==> src/rtl/sample_writer.sv <==
// Packs pairs of samples into Wishbone words and writes them into a circular buffer in memory.
// A flush writes out a half-filled word; a retry causes a one-cycle pause before the identical write.
module sample_writer #(
    parameter int unsigned  DAT_WIDTH = 32,
    parameter int unsigned  ADR_WIDTH = 13,
    parameter int unsigned  SMP_WIDTH = 16,
    parameter int unsigned  BASE      = 0,
    parameter int unsigned  DEPTH     = 1024,
    localparam int unsigned PTR_WIDTH = $clog2(DEPTH)
) (
    input  logic                 clock,
    input  logic                 resetN,
    input  logic                 smpValid,
    input  logic [SMP_WIDTH-1:0] smpData,
    output logic                 smpReady,
    input  logic                 flush,
    output logic                 cyc_o,
    output logic                 stb_o,
    output logic                 we_o,
    output logic [ADR_WIDTH-1:0] adr_o,
    output logic [3:0]           sel_o,
    output logic [DAT_WIDTH-1:0] dat_o,
    input  logic                 ack_i,
    input  logic                 err_i,
    input  logic                 rty_i,
    output logic [PTR_WIDTH-1:0] wrPtr,
    output logic                 wrapped,
    output logic [7:0]           errCount
);

    // StRetry is the one idle cycle between a retried attempt and its re-issue.
    typedef enum logic [1:0] {StEmpty, StHalf, StBus, StRetry} state_t;

    state_t                 state_q, state_d;
    logic [DAT_WIDTH-1:0]   dat_q, dat_d;
    logic [3:0]             sel_q, sel_d;
    logic [PTR_WIDTH-1:0]   ptr_q, ptr_d;
    logic                   wrapped_q, wrapped_d;
    logic [7:0]             err_q, err_d;
    logic                   run_q;
    logic                   accept;

    // Holds smpReady low until the first clock edge after reset release.
    always_ff @(posedge clock or negedge resetN) begin
        if (!resetN) begin
            run_q <= 1'b0;
        end else begin
            run_q <= 1'b1;
        end
    end

    always_ff @(posedge clock or negedge resetN) begin
        if (!resetN) begin
            state_q   <= StEmpty;
            dat_q     <= '0;
            sel_q     <= '0;
            ptr_q     <= '0;
            wrapped_q <= 1'b0;
            err_q     <= '0;
        end else begin
            state_q   <= state_d;
            dat_q     <= dat_d;
            sel_q     <= sel_d;
            ptr_q     <= ptr_d;
            wrapped_q <= wrapped_d;
            err_q     <= err_d;
        end
    end

    assign smpReady = run_q && (state_q == StEmpty || state_q == StHalf);
    assign accept   = smpValid && smpReady;

    always_comb begin
        state_d   = state_q;
        dat_d     = dat_q;
        sel_d     = sel_q;
        ptr_d     = ptr_q;
        wrapped_d = wrapped_q;
        err_d     = err_q;

        unique case (state_q)
            StEmpty: begin
                if (accept) begin
                    dat_d[SMP_WIDTH-1:0] = smpData;
                    state_d              = StHalf;
                end
            end
            StHalf: begin
                // A sample arriving with flush completes the word; the flush is dropped.
                if (accept) begin
                    dat_d[DAT_WIDTH-1:SMP_WIDTH] = smpData;
                    sel_d                        = 4'b1111;
                    state_d                      = StBus;
                end else if (flush) begin
                    sel_d   = 4'b0011;
                    state_d = StBus;
                end
            end
            StBus: begin
                if (ack_i) begin
                    if (ptr_q == PTR_WIDTH'(DEPTH - 1)) begin
                        ptr_d     = '0;
                        wrapped_d = 1'b1;
                    end else begin
                        ptr_d = ptr_q + PTR_WIDTH'(1);
                    end
                    state_d = StEmpty;
                end else if (err_i) begin
                    if (err_q != 8'hff) begin
                        err_d = err_q + 8'd1;
                    end
                    state_d = StEmpty;
                end else if (rty_i) begin
                    state_d = StRetry;
                end
            end
            StRetry: begin
                state_d = StBus;
            end
            default: begin
                state_d = StEmpty;
            end
        endcase
    end

    assign cyc_o    = (state_q == StBus);
    assign stb_o    = (state_q == StBus);
    assign we_o     = (state_q == StBus);
    assign adr_o    = ADR_WIDTH'(BASE) + (ADR_WIDTH'(ptr_q) << 2);
    assign sel_o    = sel_q;
    assign dat_o    = dat_q;
    assign wrPtr    = ptr_q;
    assign wrapped  = wrapped_q;
    assign errCount = err_q;

endmodule

==> config.mk <==
export PLATFORM = sky130hd
export DESIGN_NAME = sample_writer
export DESIGN_NICKNAME = d
export VERILOG_FILES = /design/src/rtl/sample_writer.sv
export SDC_FILE = /design/constraint.sdc
export NUM_CORES = 1
export LEC_CHECK = 0
export CAP_MARGIN = 5
export CORE_ASPECT_RATIO = 1.1
export CORE_MARGIN = 10
export CORE_UTILIZATION = 30
export DETAILED_ROUTE_END_ITERATION = 6
export GPL_ROUTABILITY_DRIVEN = 0
export MAX_ROUTING_LAYER = met4
export PLACE_DENSITY = 0.68
export SYNTH_ARGS = -nofsm -noshare
export SYNTH_HDL_FRONTEND = slang
export SYNTH_SLANG_ARGS = --single-unit
==> constraint.sdc <==
create_clock -name clock -period 2.2 [get_ports clock]
set_input_delay 0.22 -clock clock [delete_from_list [all_inputs] [get_ports clock]]
set_output_delay 0.22 -clock clock [all_outputs]
set_load 0.03 [all_outputs]
==> impl_metrics.toml <==
[clocking]
clk_pin_slew_worst_paths_ps = 100
clock-sinks = 56
cts_setup_buffers = 0
clock_path_buffers = 2
cts_buffers = 5
cts_resized = 0
cts_tree = "built"
htreeDepth = 2
insertion_delay_ps = 300
hold_buffers = 1
cts_root_buf = "clkbuf_8"

[sta]
finalSetupViolations = 0
hold_viol = 0
drv_slew = 0
worst-slew-pin-transition_ps = 592
slew_headroom_pct = 60.5
setup_tns_ps = 0
clock_skew_ps = 4.21
max_freq_ghz = 0.504
whs_ps = 490
min_period_ps = 1980
rsz0062_at_grt = "false"
fin_crit_sh_pct = 90.1

[synth]
synth-seq-area-share_pct = 54.3
synth_warnings = 0
synth.most_common_cell = "dfrtp_1"
synth_top_cells_by_count = "56 x dfrtp_1, 25 x mux2_2, 19 x buf_4"
yosysTopAreaCellShare_pct = 54.3
ys_ff_latch = 56
ys.flop_type = "dfrtp_1"
synth_area_leaders = "dfrtp_1 54%, mux2_2 11%, buf_4 5.5%"
syn_inst = 202
ys_types = 45
async_reset_ff_share_pct = 100
syn_area_mm2 = 0.00258
synth_top_cell_by_area = "dfrtp_1"
synth_area_per_cell_um2 = 12.8
synth-edff-count = 0

[route]
vias_per_cell = 4.56
dr.pass1.iters = 4
vias = 1807
wl_per_cell_um = 15.4
drc_errors = 0
drtIter0Drc = 36
drtAntennaViolNets = 0
wirelength_um = 6100

[power_and_ir_drop]
p_clk_share_pct = 11.4
swShare_pct = 41.9
p_sw_mw = 2.11
p_int_mw = 2.93
power_frac_seq_pct = 35.0
powerDensity_mw_per_mm2 = 1390
ir_worst_vdd_mv = 0.801
p_leak_nw = 1.54
p_comb_share_pct = 53.6

[grt]
grt_first_pass_wirelength_um = 9580
overflow = 0
grt_pass1_vias = 1860
grt_max_degree = 32
track_usage_pct = 9.72
antenna_found_initial = 0

[die]
rows = 35
die_area_mm2 = 0.0127
die_w_um = 108
fp.dieH_um = 117
start_util_pct = 30.8
ioPinCount = 95
core_area_mm2 = 0.00836

[placement]
place_area_mm2 = 0.00352
io_buffer_count = 91
dp.cells = 387
hpwl_um = 4710

[layout]
final_util_pct = 43.3
fin_cells = 396
design_area_mm2 = 0.00362
antenna_cells = 0
nets = 309
layout-drive-gt1-share_pct = 18.6
synthToLayoutAreaGrowth_pct = 40.3

[setup_path]
required_ps = 1980
endpoint_kind = "output pin"
worstSetupStartpointType = "register"
crit_type = "reg -> out"
arrival_ps = 1760
critical_path.max_fanout = 12

[status]
status = "finished clean"

[min_path]
worstHoldPathType = "reg -> reg"

[flow_run]
max_cap_viol_count = 0
cell usage in the layout, fill, tap and decap left out, types with 2 or more instances in the layout:
master | netlist | final
clkdlybuf4s50_1 | 0 | 90
dfrtp_1 | 56 | 56
mux2_2 | 25 | 25
nand2_1 | 12 | 12
mux2_4 | 9 | 9
inv_1 | 6 | 6
o21ai_0 | 6 | 6
clkbuf_8 | 0 | 6
nor3_1 | 5 | 5
xor2_1 | 5 | 5
a21oi_1 | 4 | 4
nand3_1 | 4 | 4
a21o_1 | 4 | 4
conb_1 | 2 | 4
a211oi_1 | 3 | 3
xnor2_1 | 3 | 3
or3_1 | 3 | 3
nor2_1 | 2 | 2
or4_1 | 2 | 2
nand4_1 | 2 | 2
nor4_1 | 2 | 2
nand2b_1 | 2 | 2
ha_1 | 2 | 2
clkinv_2 | 0 | 2
buf_12 | 0 | 2
metal layers:
metal  share of wire [%]  vias up  global-route usage (%)  wire length (um)
li1                    -      854                       -                 -
met1                  42      881                    11.3              2570
met2                  47       70                    15.1              2870
met3                  11        2                    4.44               642
met5                   0        -                       -                 0
met4                0.28        0                    2.11                17
worst paths after layout:
| check | to | cells past startpoint | from | slack (ps) |
|---|---|---|---|---|
| worst max-delay path | we_o | 2 | state_q[1]$_DFFE_PN0P_ | 220 |
| max in group asynchronous | dat_o[9]$_DFFE_PN0P_ | 3 | resetN | 1120 |
| worst min-delay path | sel_o[1]$_DFFE_PN0P_ | 1 | sel_o[1]$_DFFE_PN0P_ | 490 |
| worst max register to register | wrPtr[9]$_DFFE_PN0N_ | 3 | state_q[1]$_DFFE_PN0P_ | 430 |
| worst min register to register | sel_o[1]$_DFFE_PN0P_ | 1 | sel_o[1]$_DFFE_PN0P_ | 490 |
| min in group asynchronous | state_q[1]$_DFFE_PN0P_ | 2 | resetN | 500 |
final cells by class:
class	count	area, um2
Clock inverter	2	10.0
Inverter	6	22.5
Clock buffer	6	82.6
Timing Repair Buffer	95	963
Sequential cell	56	1400
Fill cell	762	4750
Tap cell	111	139
Multi-Input combinational cell	120	1000
cells by family (layout without fill, tap and decap cells):
family                   Yosys count  in the layout  share of synthesized area [%]
flip-flops                        56             56                           54.3
multiplexers                      35             35                           16.5
AND/OR/NAND/NOR                   48             48                           12.1
XOR/XNOR                           8              8                           2.72
AO/OA/AOI/OAI                     23             23                           5.87
other                              2              4                          0.291
buffers and inverters             28            109                           7.23
adder cells (fa/ha/maj)            2              2                          0.970
power groups by stage:
stage,logic [mW],registers (mW),clock network [mW]
3_3_place_gp,2.73,1.76,0
3_5_place_dp,2.74,1.78,0
2_1_floorplan,0.948,2.47,0
5_1_grt,2.85,1.83,0.662
4_1_cts,2.75,1.77,0.605
6_report,2.70,1.76,0.572
critical path: stages, from the launching register on:
cell and delay [ps]:
dfrtp_1 570, and2b_1 210, clkdlybuf4s50_1 680
sequential cells by signal, summed over array words and instances, names as in the netlist:
signal,cells
dat_o,32
errCount,8
run_q,1
sel_o,2
state_q,2
wrPtr,10
wrapped,1
stage by stage:
step / power [mW] / setup slack (ps)
floorplan: 3.42 / 608
global placement: 4.49 / 326
detailed placement: 4.52 / 257
CTS: 5.12 / 188
global route: 5.34 / 64.7
finish: 5.03 / 217
(Power assumes the default switching activity.)
